--- src/rtl/ifu_fetch.sv ---
// Instruction fetch unit: reads pc, issues one imem read per instruction, hands it to decode.
// Optional response watchdog is enabled by defining IFU_TIMEOUT_EN.
module ifu_fetch #(
  parameter int unsigned ADDR_W      = 32,
  parameter int unsigned DATA_W      = 32,
  parameter int unsigned TIMEOUT_CYC = 255
) (
  input  logic              clk,
  input  logic              rst,
  input  logic [ADDR_W-1:0] pc,
  input  logic              flush,
  output logic              pc_wen,
  output logic              imem_req_valid,
  input  logic              imem_req_ready,
  output logic [ADDR_W-1:0] imem_req_addr,
  input  logic              imem_rsp_valid,
  output logic              imem_rsp_ready,
  input  logic [DATA_W-1:0] imem_rsp_data,
  input  logic              imem_rsp_err,
  output logic              inst_valid,
  input  logic              inst_ready,
  output logic [DATA_W-1:0] inst,
  output logic [ADDR_W-1:0] inst_pc,
  output logic              inst_fault
);

  localparam logic [2:0] S_BOOT  = 3'd0;
  localparam logic [2:0] S_REQ   = 3'd1;
  localparam logic [2:0] S_WAIT  = 3'd2;
  localparam logic [2:0] S_DRAIN = 3'd3;
  localparam logic [2:0] S_OUT   = 3'd4;

  logic [2:0]        state;
  logic [2:0]        state_nxt;
  logic [DATA_W-1:0] inst_nxt;
  logic [ADDR_W-1:0] inst_pc_nxt;
  logic              inst_fault_nxt;
  logic              misaligned;
  logic              expired;

  assign misaligned = (pc[1:0] != 2'b00);

`ifdef IFU_TIMEOUT_EN
  localparam int unsigned CNT_W = ($clog2(TIMEOUT_CYC + 1) > 8) ? $clog2(TIMEOUT_CYC + 1) : 8;

  logic [CNT_W-1:0] cnt;
  logic [CNT_W-1:0] cnt_nxt;

  // Fires on the cycle that would bring the silent-cycle count up to the limit.
  assign expired = ((cnt + CNT_W'(1)) == CNT_W'(TIMEOUT_CYC)) && !imem_rsp_valid;

  always_ff @(posedge clk or negedge rst) begin
    if (!rst) cnt <= '0;
    else      cnt <= cnt_nxt;
  end
`else
  logic unused_timeout;

  assign expired        = 1'b0;
  assign unused_timeout = ^TIMEOUT_CYC;
`endif

  // Handshake-facing outputs decode straight from the state register.
  assign imem_req_valid = (state == S_REQ) && !misaligned;
  assign imem_req_addr  = (state == S_REQ) ? pc : '0;
  assign imem_rsp_ready = (state == S_WAIT) || (state == S_DRAIN);
  assign inst_valid     = (state == S_OUT);
  assign pc_wen         = (state == S_OUT) && inst_ready && !flush;

  always_ff @(posedge clk or negedge rst) begin
    if (!rst) state <= S_BOOT;
    else      state <= state_nxt;
  end

  always_ff @(posedge clk or negedge rst) begin
    if (!rst) begin
      inst       <= '0;
      inst_pc    <= '0;
      inst_fault <= 1'b0;
    end else begin
      inst       <= inst_nxt;
      inst_pc    <= inst_pc_nxt;
      inst_fault <= inst_fault_nxt;
    end
  end

  always_comb begin
    state_nxt      = state;
    inst_nxt       = inst;
    inst_pc_nxt    = inst_pc;
    inst_fault_nxt = inst_fault;
`ifdef IFU_TIMEOUT_EN
    cnt_nxt        = '0;
`endif
    case (state)
      S_BOOT: state_nxt = S_REQ;

      S_REQ: begin
        if (flush) begin
          // A request already accepted must still have its response drained.
          if (imem_req_valid && imem_req_ready) begin
            inst_pc_nxt = pc;
            state_nxt   = S_DRAIN;
          end
        end else if (misaligned) begin
          inst_nxt       = '0;
          inst_pc_nxt    = pc;
          inst_fault_nxt = 1'b1;
          state_nxt      = S_OUT;
        end else if (imem_req_ready) begin
          inst_pc_nxt = pc;
          state_nxt   = S_WAIT;
        end
      end

      S_WAIT: begin
        if (flush) begin
          state_nxt = imem_rsp_valid ? S_REQ : S_DRAIN;
        end else if (imem_rsp_valid) begin
          inst_nxt       = imem_rsp_data;
          inst_fault_nxt = imem_rsp_err;
          state_nxt      = S_OUT;
        end else if (expired) begin
          inst_nxt       = '0;
          inst_fault_nxt = 1'b1;
          state_nxt      = S_OUT;
        end else begin
`ifdef IFU_TIMEOUT_EN
          cnt_nxt = cnt + CNT_W'(1);
`endif
        end
      end

      S_DRAIN: begin
        if (imem_rsp_valid || expired) begin
          state_nxt = S_REQ;
        end else begin
`ifdef IFU_TIMEOUT_EN
          cnt_nxt = cnt + CNT_W'(1);
`endif
        end
      end

      S_OUT: begin
        if (flush || inst_ready) state_nxt = S_REQ;
      end

      default: state_nxt = S_BOOT;
    endcase
  end

endmodule

--- config.mk ---
export PLATFORM = sky130hd
export DESIGN_NAME = ifu_fetch
export DESIGN_NICKNAME = d
export VERILOG_FILES = /design/src/rtl/ifu_fetch.sv
export SDC_FILE = /design/constraint.sdc
export NUM_CORES = 1
export LEC_CHECK = 0
export BUFFER_PORTS_ARGS = -buffer_cell sky130_fd_sc_hd__buf_2
export CAP_MARGIN = 20
export CORE_MARGIN = 4
export CORE_UTILIZATION = 27
export CTS_BUF_LIST = sky130_fd_sc_hd__clkbuf_16
export DETAILED_ROUTE_END_ITERATION = 10
export GPL_TIMING_DRIVEN = 1
export PLACE_DENSITY = 0.56
export SYNTH_ARGS = -nofsm -noshare
export SYNTH_HDL_FRONTEND = slang
export SYNTH_SLANG_ARGS = --single-unit
--- constraint.sdc ---
create_clock -name clk -period 4.3 [get_ports clk]
set_clock_uncertainty 0.2 [all_clocks]
set_input_delay 0.43 -clock clk [delete_from_list [all_inputs] [get_ports clk]]
set_output_delay 0.43 -clock clk [all_outputs]
set_load 0.1 [all_outputs]
==> flow_summary.json <==
{
  "status": "complete, no violations",
  "crit_slowest_cell": "buf_2",
  "cts_tree": "built",
  "diodes": 0,
  "place_hpwl_microns": 6655,
  "drc_errors": 0,
  "routabilityCongestion": 0.7007,
  "drive_gt1_frac": 0.4683,
  "ctsLongestPathBuffers": 2,
  "final-hold-violation-count": 0,
  "slew_viol_final": 0,
  "tns_ps": 0,
  "synth_cell_type_count": 32,
  "netlist_instances": 324,
  "grt.overflow.total": 0,
  "min_period_ps": 2734,
  "grt_antenna_before_repair": 0,
  "avgSynthCellArea_sq_um": 10.62,
  "syn2layout_area_growth_pct": 38.18,
  "synth_top_cell_area_share": 0.4945,
  "hold_path.class": "in2async",
  "ant_nets": 0,
  "initial_core_util": 0.2806,
  "clk_latency_ps": 320,
  "crit_path_frequent_cell": "buf_4",
  "clkTransAtPathRegs_ps": 60,
  "dr.pass1.iters": 4,
  "cts_made_buffers": 9,
  "rsz0062_at_grt": "false",
  "yosysSeqAreaShare": 0.4945,
  "placedCellCount": 641,
  "via_count": 2930,
  "post-route-util": 0.3878,
  "worstPathRequired_ps": 3670,
  "max_stage_delay_ps": 430,
  "drv_cap": 0,
  "wl_per_cell_microns": 14.56,
  "worst_pin_slew_ps": 884.5,
  "core_sq_mm": 0.01226,
  "dieArea_sq_mm": 0.01461,
  "setup.worst_path.class": "reg2out",
  "finalCritPeriodShare": 0.6358,
  "arrival_ps": 2100,
  "crit_buf_inv": 3,
  "drt_first_iter_violations": 194,
  "die_w_microns": 120.9,
  "relSlewSlack": 0.4081,
  "nNetsFinal": 555,
  "yosysTopAreaCell": "dfrtp_1",
  "postCtsHoldBufs": 0,
  "ys_ff_latch": 68,
  "wl_microns": 9568,
  "clock_sinks": 68,
  "finalSetupViolCount": 0,
  "cts_root_buf": "clkbuf_16",
  "syn_nets": 395,
  "syn_area_sq_mm": 0.003441,
  "fin_cells": 657,
  "critPathMaxFanout": 41,
  "grt_max_degree": 69,
  "grt_pass1_vias": 2970,
  "cp-end-kind": "output pin",
  "die_h_microns": 120.9,
  "yosys_warnings": 0,
  "grt.total_usage": 0.1320,
  "crit_family": "buffers and inverters",
  "cp_cell_sequence": "buf_4 > nor3b_4 > buf_4 > and2_2 > buf_2",
  "cp-start-kind": "flop",
  "portBuffers": 171,
  "rows": 40,
  "postCtsSetupBuffers": 0,
  "grt_pass1_wl_microns": 15440,
  "cts_resized": 0,
  "synth_area_leaders": "dfrtp_1 49%, mux2_4 13%, o211ai_1 7.0%",
  "vias_per_cell": 4.460,
  "maxClockFrequency_mhz": 365.8,
  "htree_num_levels": 3,
  "ios": 172
}
==> kinds of logic (layout without fill, tap and decap cells) <==
group,after synthesis,after routing,synth area share
compound gates,81,81,0.1542
buf+inv,59,224,0.07272
flops,68,68,0.4945
mux,30,30,0.1309
simple gates,86,86,0.1476
==> worst paths after layout <==
check	from	end	slack [ps]	depth (start not counted)
max	state[2]	imem_req_valid	1570	5
min	rst	inst[24]	20	1
max in group asynchronous	rst	inst_pc[13]	3300	1
min in group clk	pc[11]	inst_pc[11]	140	2
max reg2reg	state[2]	inst_pc[27]	1930	6
min reg2reg	inst_pc[17]	inst_pc[17]	300	1
==> Yosys cell counts <==
| library cell | count |
|---|---|
| dfrtp_1 | 68 |
| inv_1 | 33 |
| o21ai_0 | 33 |
| nand3_1 | 32 |
| o211ai_1 | 32 |
| mux2_4 | 30 |
| and2_1 | 28 |
| clkbuf_1 | 18 |
| a21oi_1 | 7 |
| nor2_1 | 6 |
| and2_2 | 5 |
| buf_2 | 5 |
| nand2b_1 | 5 |
| buf_6 | 3 |
| nor3b_1 | 2 |
| a22o_1 | 1 |
| a22o_2 | 1 |
| a2bb2oi_1 | 1 |
| and3_1 | 1 |
| and3b_2 | 1 |
| nand2_1 | 1 |
| nor2b_1 | 1 |
| nor3_1 | 1 |
| nor3b_4 | 1 |
| nor4b_1 | 1 |
| o21a_1 | 1 |
| o21ai_2 | 1 |
| o21ba_1 | 1 |
| o21bai_4 | 1 |
| o2bb2ai_1 | 1 |
| o311ai_0 | 1 |
| or2b_1 | 1 |
==> flip-flops by register name, indices dropped and copies added, names as in the netlist <==
| name | cells |
|---|---|
| inst_pc | 32 |
| inst | 32 |
| state | 3 |
| inst_fault | 1 |
==> layout by cell type (no fill, tap or decap) <==
cell / count
buf_4: 5
o211ai_1: 32
and2_2: 5
o21bai_4: 1
inv_1: 34
nor3_1: 1
a22o_1: 1
o21ai_4: 1
nor2b_1: 1
nor2_1: 5
nor4b_1: 1
clkinv_2: 1
o21a_1: 1
nor2_2: 1
nand2_1: 1
nand2b_1: 5
or2b_1: 1
clkbuf_16: 9
clkinv_1: 2
bufinv_16: 3
a2bb2oi_1: 1
o21ba_1: 1
a22o_2: 1
nand3_1: 32
mux2_4: 30
and2_1: 28
nor3b_4: 1
dfrtp_1: 68
buf_2: 170
a21oi_1: 7
o311ai_0: 1
o2bb2ai_1: 1
and3_1: 1
o21ai_0: 33
and3b_2: 1
nor3b_1: 2
==> per-layer routing <==
layer	global-route usage	routed length, microns	vias to the layer above
met3	0.04895	719	6
met1	0.1712	4162	1374
li1	-	-	1441
met2	0.2094	4611	109
met5	0	0	-
met4	0.03116	76	0
==> layout make-up <==
| class | count | area [sq um] |
|---|---|---|
| Fill cell | 1208 | 7507 |
| Sequential cell | 68 | 1702 |
| Multi-Input combinational cell | 197 | 1499 |
| Timing Repair Buffer | 175 | 888.4 |
| Clock buffer | 9 | 225.2 |
| Tap cell | 168 | 210.2 |
| Inverter | 33 | 123.9 |
| Clock inverter | 7 | 106.4 |
==> metrics by stage <==
step | cell area (sq um) | setup slack (ps) | hold WS [ps]
2_1_floorplan | 3441 | 1604 | -65.59
3_3_place_gp | 4423 | 1368 | 293.8
3_5_place_dp | 4423 | 1304 | 288.9
4_1_cts | 4755 | 1520 | 68.09
5_1_grt | 4755 | 1416 | 91.35
6_report | 4755 | 1566 | 21.27
Power is not shown: default switching activity piles up to over one toggle a cycle in this logic, so the estimate is an artifact.
